### src/rtl/ula_result_queue.sv
// ----------------------------------------------------------------------------
// ula_result_queue
//   Small FIFO that captures ALU results (with their carry and a computed zero
//   flag) and hands them to a data bus one entry per pop, one cycle after the
//   pop request. Sticky overflow/underflow flags record misuse.
//
// Ports
//   clock           rising-edge clock
//   reset           asynchronous, active-high reset
//   ula_result      ALU result to capture (WIDTH bits)
//   ula_carry       ALU carry captured with the result
//   grab            push request
//   store_data_bus  pop request; entry appears on the bus the next cycle
//   clear_errors    clears overflow/underflow (a same-cycle error wins)
//   bus_data        popped result, zero when bus_oe=0
//   bus_oe          bus_data valid this cycle
//   bus_zero        zero flag of the popped entry, 0 when bus_oe=0
//   bus_carry       carry flag of the popped entry, 0 when bus_oe=0
//   count           number of stored entries
//   full, empty     count==DEPTH, count==0
//   overflow        sticky: grab while full without a simultaneous pop
//   underflow       sticky: pop while empty
// ----------------------------------------------------------------------------
module ula_result_queue #(
   parameter int WIDTH     = 8,
   parameter int DEPTH     = 4,
   parameter int OVERWRITE = 0
) (
   input  logic                     clock,
   input  logic                     reset,
   input  logic [WIDTH-1:0]         ula_result,
   input  logic                     ula_carry,
   input  logic                     grab,
   input  logic                     store_data_bus,
   input  logic                     clear_errors,
   output logic [WIDTH-1:0]         bus_data,
   output logic                     bus_oe,
   output logic                     bus_zero,
   output logic                     bus_carry,
   output logic [$clog2(DEPTH):0]   count,
   output logic                     full,
   output logic                     empty,
   output logic                     overflow,
   output logic                     underflow
);

   localparam int AW = $clog2(DEPTH);
   localparam int CW = AW + 1;
   localparam logic [CW-1:0] DEPTH_C = CW'(DEPTH);
   localparam logic [AW-1:0] PTR_ONE = AW'(1);
   localparam logic [CW-1:0] CNT_ONE = CW'(1);
   localparam logic          OVW_C   = (OVERWRITE != 0);

   typedef struct packed {
      logic [WIDTH-1:0] result;
      logic             zero;
      logic             carry;
   } entry_t;

   // Zero flag is computed once at capture so the pop path is a plain read.
   function automatic logic is_zero(input logic [WIDTH-1:0] value);
      return (value == {WIDTH{1'b0}});
   endfunction

   entry_t           mem_r [DEPTH];
   logic [AW-1:0]    wr_ptr_r;
   logic [AW-1:0]    rd_ptr_r;
   logic [CW-1:0]    count_r;
   logic             full_r;
   logic             empty_r;
   logic [WIDTH-1:0] bus_data_r;
   logic             bus_oe_r;
   logic             bus_zero_r;
   logic             bus_carry_r;
   logic             overflow_r;
   logic             underflow_r;

   logic             do_push_s;
   logic             do_pop_s;
   logic             drop_oldest_s;
   logic             ovf_event_s;
   logic             unf_event_s;
   logic [CW-1:0]    count_nxt_s;
   logic [AW-1:0]    wr_ptr_nxt_s;
   logic [AW-1:0]    rd_ptr_nxt_s;
   entry_t           head_s;
   entry_t           new_entry_s;

   assign head_s            = mem_r[rd_ptr_r];
   assign new_entry_s.result = ula_result;
   assign new_entry_s.zero   = is_zero(ula_result);
   assign new_entry_s.carry  = ula_carry;

   // Decide which operations happen this cycle and the next pointer/count.
   always_comb begin
      do_push_s     = 1'b0;
      do_pop_s      = 1'b0;
      drop_oldest_s = 1'b0;
      ovf_event_s   = 1'b0;
      unf_event_s   = 1'b0;
      count_nxt_s   = count_r;
      wr_ptr_nxt_s  = wr_ptr_r;
      rd_ptr_nxt_s  = rd_ptr_r;

      if (store_data_bus) begin
         if (empty_r) begin
            unf_event_s = 1'b1;
         end else begin
            do_pop_s = 1'b1;
         end
      end else begin
         do_pop_s = 1'b0;
      end

      if (grab) begin
         if (!full_r) begin
            do_push_s = 1'b1;
         end else if (do_pop_s) begin
            // Full with a simultaneous pop frees the head slot: no overflow.
            do_push_s = 1'b1;
         end else begin
            ovf_event_s = 1'b1;
            if (OVW_C) begin
               // Replace the oldest entry: write slot equals head slot when full.
               do_push_s     = 1'b1;
               drop_oldest_s = 1'b1;
            end else begin
               do_push_s = 1'b0;
            end
         end
      end else begin
         do_push_s = 1'b0;
      end

      if (do_push_s) begin
         wr_ptr_nxt_s = wr_ptr_r + PTR_ONE;
      end else begin
         wr_ptr_nxt_s = wr_ptr_r;
      end

      if (do_pop_s || drop_oldest_s) begin
         rd_ptr_nxt_s = rd_ptr_r + PTR_ONE;
      end else begin
         rd_ptr_nxt_s = rd_ptr_r;
      end

      if (do_push_s && !do_pop_s && !drop_oldest_s) begin
         count_nxt_s = count_r + CNT_ONE;
      end else if (do_pop_s && !do_push_s) begin
         count_nxt_s = count_r - CNT_ONE;
      end else begin
         count_nxt_s = count_r;
      end
   end

   // Entry storage; not reset, contents are only visible once written.
   always_ff @(posedge clock) begin
      if (do_push_s) begin
         mem_r[wr_ptr_r] <= new_entry_s;
      end
   end

   // Pointers, occupancy, bus outputs and sticky error flags.
   always_ff @(posedge clock or posedge reset) begin
      if (reset) begin
         wr_ptr_r    <= {AW{1'b0}};
         rd_ptr_r    <= {AW{1'b0}};
         count_r     <= {CW{1'b0}};
         full_r      <= 1'b0;
         empty_r     <= 1'b1;
         bus_data_r  <= {WIDTH{1'b0}};
         bus_oe_r    <= 1'b0;
         bus_zero_r  <= 1'b0;
         bus_carry_r <= 1'b0;
         overflow_r  <= 1'b0;
         underflow_r <= 1'b0;
      end else begin
         wr_ptr_r <= wr_ptr_nxt_s;
         rd_ptr_r <= rd_ptr_nxt_s;
         count_r  <= count_nxt_s;
         full_r   <= (count_nxt_s == DEPTH_C);
         empty_r  <= (count_nxt_s == {CW{1'b0}});

         bus_oe_r <= do_pop_s;
         if (do_pop_s) begin
            bus_data_r  <= head_s.result;
            bus_zero_r  <= head_s.zero;
            bus_carry_r <= head_s.carry;
         end else begin
            bus_data_r  <= {WIDTH{1'b0}};
            bus_zero_r  <= 1'b0;
            bus_carry_r <= 1'b0;
         end

         // A new error event takes priority over clear_errors.
         if (ovf_event_s) begin
            overflow_r <= 1'b1;
         end else if (clear_errors) begin
            overflow_r <= 1'b0;
         end else begin
            overflow_r <= overflow_r;
         end

         if (unf_event_s) begin
            underflow_r <= 1'b1;
         end else if (clear_errors) begin
            underflow_r <= 1'b0;
         end else begin
            underflow_r <= underflow_r;
         end
      end
   end

   assign bus_data  = bus_data_r;
   assign bus_oe    = bus_oe_r;
   assign bus_zero  = bus_zero_r;
   assign bus_carry = bus_carry_r;
   assign count     = count_r;
   assign full      = full_r;
   assign empty     = empty_r;
   assign overflow  = overflow_r;
   assign underflow = underflow_r;

endmodule

### config.mk
export PLATFORM = sky130hd
export DESIGN_NAME = ula_result_queue
export DESIGN_NICKNAME = d
export VERILOG_FILES = /design/src/rtl/ula_result_queue.sv
export SDC_FILE = /design/constraint.sdc
export NUM_CORES = 1
export LEC_CHECK = 0
export ABC_AREA = 1
export CORE_ASPECT_RATIO = 0.5
export CORE_MARGIN = 2
export CORE_UTILIZATION = 55
export CTS_CLUSTER_DIAMETER = 50
export DETAILED_ROUTE_END_ITERATION = 7
export GPL_ROUTABILITY_DRIVEN = 0
export MAX_ROUTING_LAYER = met4
export PLACE_DENSITY = 0.79
export SLEW_MARGIN = 20
export SYNTH_ARGS = -nofsm -noshare
export SYNTH_HDL_FRONTEND = slang
export SYNTH_SLANG_ARGS = --single-unit
### constraint.sdc
create_clock -name clock -period 4.38 [get_ports clock]
set_input_delay 0.657 -clock clock [delete_from_list [all_inputs] [get_ports clock]]
set_output_delay 0.657 -clock clock [all_outputs]
set_load 0.05 [all_outputs]
==> impl_metrics.csv <==
group,metric,value,unit
final_layout,syn_to_final_growth,20.5,%
timing,finalClockSkew,0.00934,ns
timing,hold_viol_final,0,
final_layout,seq_area,0.00175,mm2
final_layout,fillCellCount,318,
routing,vias,1642,
clock_network,clk_pin_slew_worst_paths,0.07,ns
floorplanning,io_pins,32,
timing,max_slew_margin,0.385,
setup_path,slowest_stage,"nor2_1",
setup_path,critical_path.top_delay_family,"simple AND/OR/NAND/NOR gates",
pwr,p_leak,1.19,nW
pwr,ir_worst_vdd,0.527,mV
timing,slew_viol_final,0,
final_layout,multi_input_area,638,um2
setup_path,cp-start-kind,"input port",
timing,rsz0062_at_grt,"false",
placed_design,io_buffers,31,
outcome,status,"finished, final reports clean",
floorplanning,dieArea,0.00513,mm2
final_layout,antennaDiodeCount,0,
synthesis,syn_area,0.00250,mm2
global_routing,grt_pass1_wl,7430,um
min_path,hold_path.class,"reg -> reg",
final_layout,post-route-util,0.688,
global_routing,antenna_found_initial,0,
setup_path,cpPeakStageDelay,0.68,ns
floorplanning,start_util,0.571,
clock_network,cts_setup_buffers,0,
synthesis,ys_seq_elements,62,
global_routing,grt_overflow_total,0,
synthesis,syn_inst,211,
floorplanning,die_y,51.7,um
synthesis,synth-edff-count,40,
synthesis,yosysSeqAreaShare,0.701,
global_routing,grt_start_max_net_pins,23,
synthesis,synth_most_common_cell,"nor2_1",
clock_network,cts_max_level,3,
clock_network,clk_latency,0.34,ns
flow_run,drv_cap,0,
routing,avgViaCountPerCell,5.31,
clock_network,ctsResizeCount,0,
clock_network,cts_tree,"built",
routing,drcViolationCount,0,
timing,finalCritPeriodShare,0.539,
routing,drt_first_iter_violations,132,
floorplanning,core,0.00438,mm2
synthesis,yosys.area.top_type,"edfxtp_1",
setup_path,path_class,"in -> reg",
setup_path,cp_cell_sequence,"clkdlybuf4s50_1 -> nand2_4 -> inv_2 -> o21ai_4 -> nor2_1",
routing,dr.pass1.iters,4,
synthesis,ys.flop_type,"edfxtp_1",
setup_path,critical_path_buf_inv_count,2,
synthesis,postSynth.asyncResetShare,0.355,
clock_network,clock_path_buffers,2,
timing,post-route-min-period,2.36,ns
pwr,total_power,2.10,mW
synthesis,synth_top_area_frac,0.480,
timing,tightest_slew,0.922,ns
synthesis,ys_types,25,
setup_path,reg2reg_setup_slack,2.43,ns
clock_network,numCtsBuffers,9,
timing,final.setup.tns,0,ns
pwr,cellPowerDensity,697,mW/mm2
final_layout,final_nets,267,
placed_design,hpwl,3190,um
setup_path,cp-end-kind,"register",
clock_network,postCtsHoldBufs,0,
synthesis,synthesis.nets,231,
setup_path,critPathArrivalTime,2.32,ns
timing,fmax,0.424,GHz
synthesis,ys_warn_count,0,
floorplanning,rows,17,
synthesis,synthTopCellsByArea,"edfxtp_1 48%, dfrtp_1 21%, nor2_1 7.4%",
synthesis,synth.avg_cell_area,11.8,um2
routing,totalWireLength,4630,um
routing,ant_nets,0,
global_routing,grt_pass1_vias,1634,
global_routing,grtUsageTotal,0.209,
setup_path,required,4.34,ns
clock_network,cts-root-buf,"clkbuf_8",
synthesis,synth_common_cells,"49 x nor2_1, 40 x edfxtp_1, 21 x dfrtp_1, 21 x o21ai_0, 18 x inv_1",
setup_path,worstPathMaxFanout,14,
timing,finalSetupViolCount,0,
final_layout,final_layout_size_suffix_gt1_frac,0.0952,
floorplanning,fp.dieW,99.3,um
routing,avgRoutedWirePerCell,15.0,um
clock_network,clkSinkCount,62,
-- worst min-delay path, cell delays in order, from the launching register on --
cell     delay, ns
dfrtp_1       0.38
inv_1         0.05
o32ai_1       0.06
-- final cells by class --
cell class,instances,share of cell area
clock buffer,11,0.0436
clock inverter,5,0.00872
inverter,22,0.0274
multi-input combinational,121,0.212
sequential,62,0.582
tap,57,0.0237
timing repair buffer,31,0.103
-- placed cells by master (no fill, tap or decap) --
| cell | netlist | final |
|---|---|---|
| dfstp_2 | 1 | 1 |
| clkbuf_8 | 0 | 9 |
| inv_2 | 2 | 2 |
| inv_1 | 18 | 18 |
| nand2_4 | 1 | 1 |
| or2_2 | 1 | 1 |
| clkinv_2 | 0 | 3 |
| xor2_1 | 4 | 4 |
| clkdlybuf4s50_1 | 0 | 31 |
| clkinvlp_4 | 0 | 1 |
| o21ai_4 | 1 | 1 |
| nand2_2 | 3 | 3 |
| dfrtp_1 | 21 | 21 |
| o21ai_0 | 21 | 21 |
| clkinv_1 | 2 | 3 |
| nand4_1 | 1 | 1 |
| nand3_4 | 1 | 1 |
| nand2_1 | 12 | 12 |
| nand3_2 | 1 | 1 |
| nor2_1 | 49 | 49 |
| a21oi_1 | 11 | 11 |
| o32ai_1 | 1 | 1 |
| and2_1 | 1 | 1 |
| edfxtp_1 | 40 | 40 |
| nor4_1 | 2 | 2 |
| ha_1 | 6 | 6 |
| clkbuf_1 | 3 | 2 |
| nand3_1 | 5 | 5 |
-- power breakdown --
part	switching (mW)	total, mW	internal, mW	leakage (nW)
logic	0.543	0.801	0.258	0.471
clock network	0.211	0.411	0.200	0.0805
registers	0.100	0.888	0.787	0.641
total	0.855	2.10	1.25	1.19
-- final timing paths --
| check | to | start | cells after the start |
|---|---|---|---|
| max | mem_r[0][9] | store_data_bus | 5 |
| min | overflow | overflow | 2 |
| max reg2reg | mem_r[0][9] | empty | 5 |
| min reg2reg | overflow | overflow | 2 |
| max in group asynchronous | bus_data[6] | reset | 2 |
| min in group asynchronous | wr_ptr_r[0] | reset | 2 |
-- state kept, by name (all words and copies together), names as in the netlist --
signal / count
bus_zero: 1
wr_ptr_r: 2
count: 3
rd_ptr_r: 2
bus_carry: 1
bus_oe: 1
empty: 1
overflow: 1
bus_data: 8
full: 1
mem_r: 40
underflow: 1
-- layer usage --
metal	global-route usage	vias up	share of wire
li1	-	777	-
met1	0.236	795	0.42
met2	0.354	56	0.50
met3	0.0659	14	0.060
met4	0.0890	0	0.021
met5	-	-	0
-- cells by family after synthesis --
family                   Yosys count  share of synthesized area
AND/OR/NAND/NOR                   77                      0.137
XOR/XNOR                           4                     0.0140
flip-flops                        62                      0.701
adder cells (fa/ha/maj)            6                     0.0300
AO/OA/AOI/OAI                     34                     0.0741
buffers and inverters             28                     0.0435
-- metrics by stage --
| step | cell area, um2 | worst slack [ns] | hold slack [ns] | cells |
|---|---|---|---|---|
| 2_1_floorplan | 2500 | 2.65 | 0.500 | 211 |
| 3_3_place_gp | 2860 | 1.79 | 0.512 | 293 |
| 3_5_place_dp | 2860 | 1.65 | 0.526 | 293 |
| 4_1_cts | 3010 | 2.00 | 0.537 | 309 |
| 5_1_grt | 3010 | 1.90 | 0.557 | 309 |
| 6_report | 3010 | 2.02 | 0.532 | 309 |
Power figures use the tool's default switching activity.
